### config.mk
export PLATFORM = sky130hd
export DESIGN_NAME = iob_gpio_disp
export DESIGN_NICKNAME = d
export VERILOG_FILES = /design/src/rtl/iob_gpio_disp.sv
export SDC_FILE = /design/constraint.sdc
export NUM_CORES = 1
export LEC_CHECK = 0
export ABC_AREA = 1
export CORE_ASPECT_RATIO = 0.9
export CORE_UTILIZATION = 61
export CTS_CLUSTER_SIZE = 14
export DETAILED_ROUTE_END_ITERATION = 7
export MAX_ROUTING_LAYER = met4
export PLACE_DENSITY = 0.85
export SLEW_MARGIN = 10
export SYNTH_ARGS = -nofsm -noshare
export SYNTH_HDL_FRONTEND = slang
export SYNTH_SLANG_ARGS = --single-unit
### constraint.sdc
create_clock -name clk -period 3.4 [get_ports clk]
set_clock_uncertainty 0.1 [all_clocks]
set_input_delay 1.02 -clock clk [delete_from_list [all_inputs] [get_ports clk]]
set_output_delay 1.02 -clock clk [all_outputs]
set_load 0.005 [all_outputs]
### src/rtl/iob_gpio_disp.sv
`default_nettype none
// ============================================================================
// iob_gpio_disp : 4-digit multiplexed seven-segment hex display driver
// Rev 1.0
// ============================================================================
module iob_gpio_disp #(
    parameter int DIV   = 100000,
    parameter int BLANK = 1000
) (
    input  logic        clk,
    input  logic        rst_n,
    input  logic        i_en,
    input  logic        i_lz_blank,
    input  logic        i_in_valid,
    output logic        o_in_ready,
    input  logic [15:0] i_in_data,
    input  logic [3:0]  i_in_dp,
    output logic [3:0]  o_disp_an,
    output logic [7:0]  o_disp_ca,
    output logic        o_frame
);

    localparam int            CW        = (DIV > 1) ? $clog2(DIV) : 1;
    localparam logic [CW-1:0] C_CNT_MAX = CW'(DIV - 1);
    localparam logic [CW-1:0] C_BLANK   = CW'(BLANK);

    logic [CW-1:0] r_cnt;
    logic [1:0]    r_idx;
    logic          r_pending;
    logic [15:0]   r_pend_val;
    logic [3:0]    r_pend_dp;
    logic [15:0]   r_shown_val;
    logic [3:0]    r_shown_dp;
    logic [3:0]    r_an;
    logic [7:0]    r_ca;
    logic          r_frame;

    logic [3:0]    w_digit;
    logic [6:0]    w_seg;
    logic          w_lz_hide;
    logic          w_boundary;
    logic          w_accept;
    logic          w_commit;

    always_comb begin
        w_digit    = r_shown_val[{r_idx, 2'b00} +: 4];
        w_boundary = i_en && (r_idx == 2'd3) && (r_cnt == C_CNT_MAX);
        w_accept   = i_in_valid && !r_pending;
        // With the scan stopped there is no tearing to avoid, so commit at once.
        w_commit   = r_pending && (w_boundary || !i_en);

        w_lz_hide = 1'b0;
        case (r_idx)
            2'd1:    w_lz_hide = i_lz_blank && (r_shown_val[15:4]  == 12'h000);
            2'd2:    w_lz_hide = i_lz_blank && (r_shown_val[15:8]  == 8'h00);
            2'd3:    w_lz_hide = i_lz_blank && (r_shown_val[15:12] == 4'h0);
            default: w_lz_hide = 1'b0;
        endcase

        w_seg = 7'h7F;
        case (w_digit)
            4'h0: w_seg = 7'h40;
            4'h1: w_seg = 7'h79;
            4'h2: w_seg = 7'h24;
            4'h3: w_seg = 7'h30;
            4'h4: w_seg = 7'h19;
            4'h5: w_seg = 7'h12;
            4'h6: w_seg = 7'h02;
            4'h7: w_seg = 7'h78;
            4'h8: w_seg = 7'h00;
            4'h9: w_seg = 7'h10;
            4'hA: w_seg = 7'h08;
            4'hB: w_seg = 7'h03;
            4'hC: w_seg = 7'h46;
            4'hD: w_seg = 7'h21;
            4'hE: w_seg = 7'h06;
            4'hF: w_seg = 7'h0E;
            default: w_seg = 7'h7F;
        endcase
    end

    always_ff @(posedge clk or negedge rst_n) begin
        if (!rst_n) begin
            r_cnt <= '0;
            r_idx <= 2'd0;
        end else if (!i_en) begin
            r_cnt <= '0;
            r_idx <= 2'd0;
        end else if (r_cnt == C_CNT_MAX) begin
            r_cnt <= '0;
            r_idx <= r_idx + 2'd1;
        end else begin
            r_cnt <= r_cnt + 1'b1;
        end
    end

    always_ff @(posedge clk or negedge rst_n) begin
        if (!rst_n) begin
            r_pending   <= 1'b0;
            r_pend_val  <= 16'h0000;
            r_pend_dp   <= 4'h0;
            r_shown_val <= 16'h0000;
            r_shown_dp  <= 4'h0;
        end else if (w_commit) begin
            r_shown_val <= r_pend_val;
            r_shown_dp  <= r_pend_dp;
            r_pending   <= 1'b0;
        end else if (w_accept) begin
            r_pend_val  <= i_in_data;
            r_pend_dp   <= i_in_dp;
            r_pending   <= 1'b1;
        end
    end

    always_ff @(posedge clk or negedge rst_n) begin
        if (!rst_n) begin
            r_an    <= 4'hF;
            r_ca    <= 8'hFF;
            r_frame <= 1'b0;
        end else begin
            r_frame <= w_boundary;
            if (!i_en) begin
                r_an <= 4'hF;
                r_ca <= 8'hFF;
            end else begin
                r_ca <= {~r_shown_dp[r_idx], w_seg};
                if ((r_cnt < C_BLANK) || w_lz_hide) begin
                    r_an <= 4'hF;
                end else begin
                    r_an <= ~(4'b0001 << r_idx);
                end
            end
        end
    end

    assign o_in_ready = ~r_pending;
    assign o_disp_an  = r_an;
    assign o_disp_ca  = r_ca;
    assign o_frame    = r_frame;

endmodule
`default_nettype wire

==> flow_summary.yaml, run 1 <==
run_status:
  outcome: "finished clean"
grt:
  antenna_found_initial: 0
  grt.met1_usage_pct: 30.46
  grt_start_max_net_pins: 47
  grt_use_met2_pct: 41.53
  use_met3_pct: 6.798
  busiest_layer: "met2"
  grt_overflow: 0
  grt_pass1_wl_um: 11750
  grt_usage_pct: 25.21
  grt_pass1_vias: 2600
critical_path:
  crit_buf_inv: 1
  end_kind: "output pin"
  crit_required_ns: 2.28
  worst-endpoint-arrival_ns: 1.37
  rr_worst_depth: 10
  r2r-end: "o_disp_ca[0]"
  slowest_delay_ns: 0.53
  cp-startpoint: "o_disp_ca[7]"
  cp_cell_sequence: "clkdlybuf4s50_1"
  path_class: "reg2out"
  crit_family: "flip-flops"
  r2r_setup_slack_ns: 1.23
  cp_max_fo: 1
  r2r_start: "r_idx[0]"
  crit_slowest_cell: "dfstp_2"
  startpoint_type: "register"
placement:
  gp_congestion: 0.9316
  dp.cells: 503
  dp_hpwl_um: 4923
  portBuffers: 38
sta:
  hold_slack_ns: 0.3735
  setup-violations-final: 0
  rsz0062_at_grt: "no"
  max_freq_mhz: 401.9
  report.final.slew_viol_count: 0
  period_needed_ns: 2.488
  hold_violations: 0
  worst_pin_slew_ns: 0.6235
  setup-tns-final_ns: 0
  max_slew_margin_pct: 58.44
  period_share_pct: 73.18
final_layout:
  antenna_cells: 0
  drive_gt1_share_pct: 15.37
  finalCoreUtilization_pct: 74.04
  fin_cells: 519
  fin_nets: 480
  area_growth_pct: 16.74
  nFillCells: 435
yosys:
  yosysWarnings: 0
  syn_area_um2: 3611
  synth_cell_types: 31
  syn-num-nets: 441
  synth-main-ff-cell: "dfrtp_1"
  synth_xor_xnor_area_share_pct: 1.940
  ys_seq_area_share_pct: 51.00
  yosysTopAreaCell: "dfrtp_1"
  synth_simple_gate_area_share_pct: 28.72
  synth_compound_area_share_pct: 2.737
  synth_top_family_by_area: "simple AND/OR/NAND/NOR gates"
  synth_seq_cells: 73
  async_flop_share_pct: 100.0
  yosys.area.top_type_share_pct: 42.27
  synth_fa_ha_area_share_pct: 3.812
  synthCells: 405
  synthTopCellsByArea: "dfrtp_1 42%, nand2_1 11%, dfstp_2 8.7%, nand3_1 7.5%, mux2_2 6.2%"
  syn_avg_cell_area_um2: 8.916
  muxShareOfSynthArea_pct: 6.237
  synth-edff-count: 0
power:
  powerDensity_nw_per_um2: 579.2
  ir_drop_v: 0.0003875
  p_total_mw: 2.442
  power.leakage_nw: 1.937
clock_tree:
  tritoncts: "done"
  hold_buffers: 0
  cts.sinks: 73
  cts_max_level: 3
  cts_resized: 0
  cts_buffer_depth: 2
  clk_pin_slew_worst_paths_ns: 0.08
  numCtsBuffers: 9
  cts_root_buffer: "clkbuf_8"
  clk_latency_ns: 0.35
  postCtsSetupRepairBufs: 0
detailed_routing:
  dr.first_iter.drc_count: 241
  vias: 2781
  via_per_inst: 5.358
  wire_per_inst_um: 13.35
  drc: 0
  ant_nets: 0
  wl_um: 6928
  dr.pass1.iters: 4
min_path:
  min_to: "r_shown_val[15]"
  whs_path_depth: 2
  min_path_type: "reg2reg"
  hp-start: "r_shown_val[15]"
die:
  chipHeight_um: 74.99
  coreArea_um2: 5693
  die-area_um2: 6232
  top_level_ports: 39
  rows: 26
  die_width_um: 83.10
  start_util_pct: 63.43
run:
  drv_cap: 0
-- layer usage --
metal / part of all wire, % / vias up
met5: 0 / -
met4: 1.2 / 0
met3: 4.0 / 8
met2: 49 / 67
met1: 46 / 1316
li1: - / 1390
-- power by group --
group          switching, mW  total (mW)  internal (mW)  leakage (nW)
registers              0.110        1.17           1.06         0.895
logic                  0.319       0.589          0.270         0.941
clock network          0.337       0.683          0.346         0.101
-- Yosys cell counts, drive strengths merged, types with 6 or more instances --
cell type,n
nor2,47
nor3,9
buf,11
mux2,20
dfstp,12
ha,11
nand3,55
nand2,117
inv,24
xor2,6
o21ai,9
dfrtp,61
-- cell usage in the layout, fill, tap and decap left out, types with 2 or more instances in the layout --
| cell | netlist | routed |
|---|---|---|
| buf_4 | 2 | 3 |
| nand3b_1 | 3 | 3 |
| nand2_2 | 5 | 5 |
| nor3_1 | 9 | 9 |
| o21ai_0 | 8 | 8 |
| xnor2_1 | 2 | 2 |
| clkdlybuf4s50_1 | 0 | 37 |
| nand2_1 | 110 | 110 |
| nor2_1 | 46 | 46 |
| nor3b_2 | 2 | 2 |
| a21oi_1 | 2 | 2 |
| dfstp_2 | 12 | 12 |
| inv_2 | 5 | 5 |
| nand3_1 | 54 | 54 |
| nand2_4 | 2 | 2 |
| o21bai_1 | 2 | 2 |
| xor2_1 | 6 | 6 |
| o211ai_1 | 3 | 3 |
| clkinv_1 | 2 | 2 |
| mux2_2 | 20 | 20 |
| ha_1 | 11 | 11 |
| inv_1 | 19 | 19 |
| clkbuf_8 | 0 | 9 |
| nand4_1 | 2 | 2 |
| inv_6 | 0 | 3 |
| dfrtp_1 | 61 | 61 |
-- flip-flops by register name (all words and copies together), names as in the netlist --
name         cells
o_disp_an        4
o_disp_ca        8
o_frame          1
r_cnt           17
r_idx            2
r_pend_dp        4
r_pend_val      16
r_pending        1
r_shown_dp       4
r_shown_val     16
-- metrics by stage --
stage                     cell area [µm²]  worst slack, ns
after floorplan                      3611            1.533
after global placement               4014           0.7124
after detailed placement             4014           0.6473
after CTS                            4215           0.9003
after global routing                 4215           0.8175
final                                4215           0.9118
-- how the worst max path moves through the flow --
stage	slack (ns)	depth (start not counted)	to
2_1_floorplan	1.53	3	r_pend_dp[0]
3_3_place_gp	0.71	8	r_shown_val[2]
3_5_place_dp	0.65	8	r_shown_val[0]
4_1_cts	0.90	1	o_disp_ca[7]
5_1_grt	0.82	8	r_shown_val[10]
6_report	0.91	1	o_disp_ca[7]
-- cell type report --
cell class | instances | area, µm² | area share, %
clock inverters | 7 | 77.57 | 1.840
flip-flops and latches | 73 | 1842 | 43.69
repair buffers | 42 | 417.9 | 9.914
well taps | 70 | 87.58 | 2.078
inverters | 26 | 97.59 | 2.315
clock buffers | 9 | 123.9 | 2.939
multi-input cells | 292 | 1569 | 37.22
-- logic make-up (layout without fill, tap and decap cells) --
group                      after synthesis  in the layout
AOI/OAI and AO/OA                       17             17
xor gates and xnor gates                 8              8
adders and majority gates               11             11
buffers and inverters                   40             84
DFF                                     73             73
muxes                                   20             20
and+or+nand+nor                        236            236
No activity file was read; power rests on OpenSTA's default activity.
==> run 2: changes to the inputs <==
--- a/config.mk
+++ b/config.mk
@@ -7,11 +7,11 @@
 export LEC_CHECK = 0
 export ABC_AREA = 1
 export CORE_ASPECT_RATIO = 0.9
-export CORE_UTILIZATION = 61
+export CORE_UTILIZATION = 56
 export CTS_CLUSTER_SIZE = 14
 export DETAILED_ROUTE_END_ITERATION = 7
 export MAX_ROUTING_LAYER = met4
-export PLACE_DENSITY = 0.85
+export PLACE_DENSITY = 0.79
 export SLEW_MARGIN = 10
 export SYNTH_ARGS = -nofsm -noshare
 export SYNTH_HDL_FRONTEND = slang
==> constraint.sdc (replaced) <==
create_clock -name clk -period 2.59 [get_ports clk]
set_clock_uncertainty 0.1 [all_clocks]
set_input_delay 0.777 -clock clk [delete_from_list [all_inputs] [get_ports clk]]
set_output_delay 0.777 -clock clk [all_outputs]
set_load 0.005 [all_outputs]
==> run 2 against run 1 <==
Against the previous run: sequential share of layout area fell by 0.36 points; first-iteration DRC count fell by 37%; sequential power rose by 31%; hold slack got worse by 0.061 ns; combinational power rose by 31%; largest power group unchanged.
==> flow_summary.yaml, run 2 (synthesis gave the netlist of run 1 again) <==
sta:
  period_share_pct: 86.87
  period_needed_ns: 2.250
  report.final.slew_viol_count: 0
  setup-tns-final_ns: 0
  max_freq_mhz: 444.4
  setup-violations-final: 0
  rsz0062_at_grt: "no"
  worst_pin_slew_ns: 0.4723
  hold_violations: 0
  max_slew_margin_pct: 68.44
die:
  start_util_pct: 58.41
  chipHeight_um: 78.18
  rows: 27
  die_width_um: 86.65
  die-area_um2: 6774
  top_level_ports: 39
  coreArea_um2: 6182
detailed_routing:
  wl_um: 6801
  ant_nets: 0
  drc: 0
  dr.first_iter.drc_count: 152
  wire_per_inst_um: 12.66
  vias: 2759
  dr.pass1.iters: 5
  via_per_inst: 5.138
critical_path:
  crit_buf_inv: 1
  r2r_start: "r_idx[1]"
  cp-startpoint: "o_disp_ca[4]"
  cp_max_fo: 1
  end_kind: "output pin"
  startpoint_type: "register"
  cp_cell_sequence: "clkdlybuf4s50_1"
  worst-endpoint-arrival_ns: 1.37
  slowest_delay_ns: 0.52
  crit_slowest_cell: "dfstp_2"
  path_class: "reg2out"
  crit_family: "flip-flops"
  crit_required_ns: 1.71
grt:
  busiest_layer: "met2"
  grt_usage_pct: 24.05
  grt.met1_usage_pct: 30.17
  grt_overflow: 0
  use_met3_pct: 7.150
  grt_pass1_wl_um: 12050
  grt_pass1_vias: 2665
  grt_start_max_net_pins: 74
  antenna_found_initial: 0
  grt_use_met2_pct: 37.46
clock_tree:
  numCtsBuffers: 9
  cts_resized: 0
  cts_root_buffer: "clkbuf_8"
  hold_buffers: 0
  cts.sinks: 73
  clk_latency_ns: 0.36
  tritoncts: "done"
  cts_buffer_depth: 2
  postCtsSetupRepairBufs: 0
  clk_pin_slew_worst_paths_ns: 0.08
  cts_max_level: 3
final_layout:
  finalCoreUtilization_pct: 68.75
  largest_reg_flops: 17
  layout.cells.most_common: "nand2_1"
  fin_cells: 537
  reg_top3: "r_cnt x17, r_pend_val x16, r_shown_val x16"
  top_register: "r_cnt"
  fin_nets: 481
  fin_area_um2: 4250
  drive_gt1_share_pct: 15.56
  layout_common_cells: "110 x nand2_1, 61 x dfrtp_1, 54 x nand3_1"
  antenna_cells: 0
  area_growth_pct: 17.71
power:
  power.leakage_nw: 1.944
  ir_drop_v: 0.0004518
  powerDensity_nw_per_um2: 760.4
run_status:
  outcome: "finished clean"
placement:
  place_area_um2: 4043
  gp_congestion: 0.8953
  dp.cells: 521
  dp_hpwl_um: 4876
  portBuffers: 38
run:
  drv_cap: 0
min_path:
  min_path_type: "in2async"
## run 2: cell types whose count changed in the layout (fill, tap and decap cells not counted), sizes merged
cell	delta
buf	+1
clkinv	-1
inv	+1
## run 2: per-layer routing
metal	up-vias	wire, µm
met5	-	0
met4	0	74
met3	6	340
met2	74	3244
met1	1282	3141
li1	1397	-
## run 2: final timing paths
kind / slack, ns / cells past startpoint / end
min reg2reg: 0.37 / 1 / r_cnt[0]
min: 0.31 / 2 / r_cnt[16]
min in group clk: 0.37 / 1 / r_cnt[0]
max in group asynchronous: 1.72 / 2 / o_disp_ca[5]
max: 0.34 / 1 / o_disp_ca[4]
max reg2reg: 0.71 / 9 / o_disp_ca[0]
## run 2: where the power goes
group / internal [mW] / switching, mW
combinational: 0.356 / 0.417
sequential: 1.39 / 0.136
clock: 0.463 / 0.470
total: 2.21 / 1.02
## run 2: per-stage QoR
stage               power (mW)  hold WS, ns  setup WS, ns
floorplan                2.032       0.3293        0.9236
global placement         2.281       0.3504        0.2648
detailed placement       2.323       0.3545        0.2611
CTS                      3.251       0.3358        0.3194
global route             3.450       0.3400        0.2809
finish                   3.232       0.3123        0.3400
## run 2: layout make-up
cell class | count | area, µm²
well taps | 87 | 108.9
inverters | 26 | 97.59
multi-input cells | 292 | 1569
clock inverters | 7 | 83.83
fillers | 509 | 1932
clock buffers | 9 | 123.9
flip-flops and latches | 73 | 1842
repair buffers | 43 | 425.4
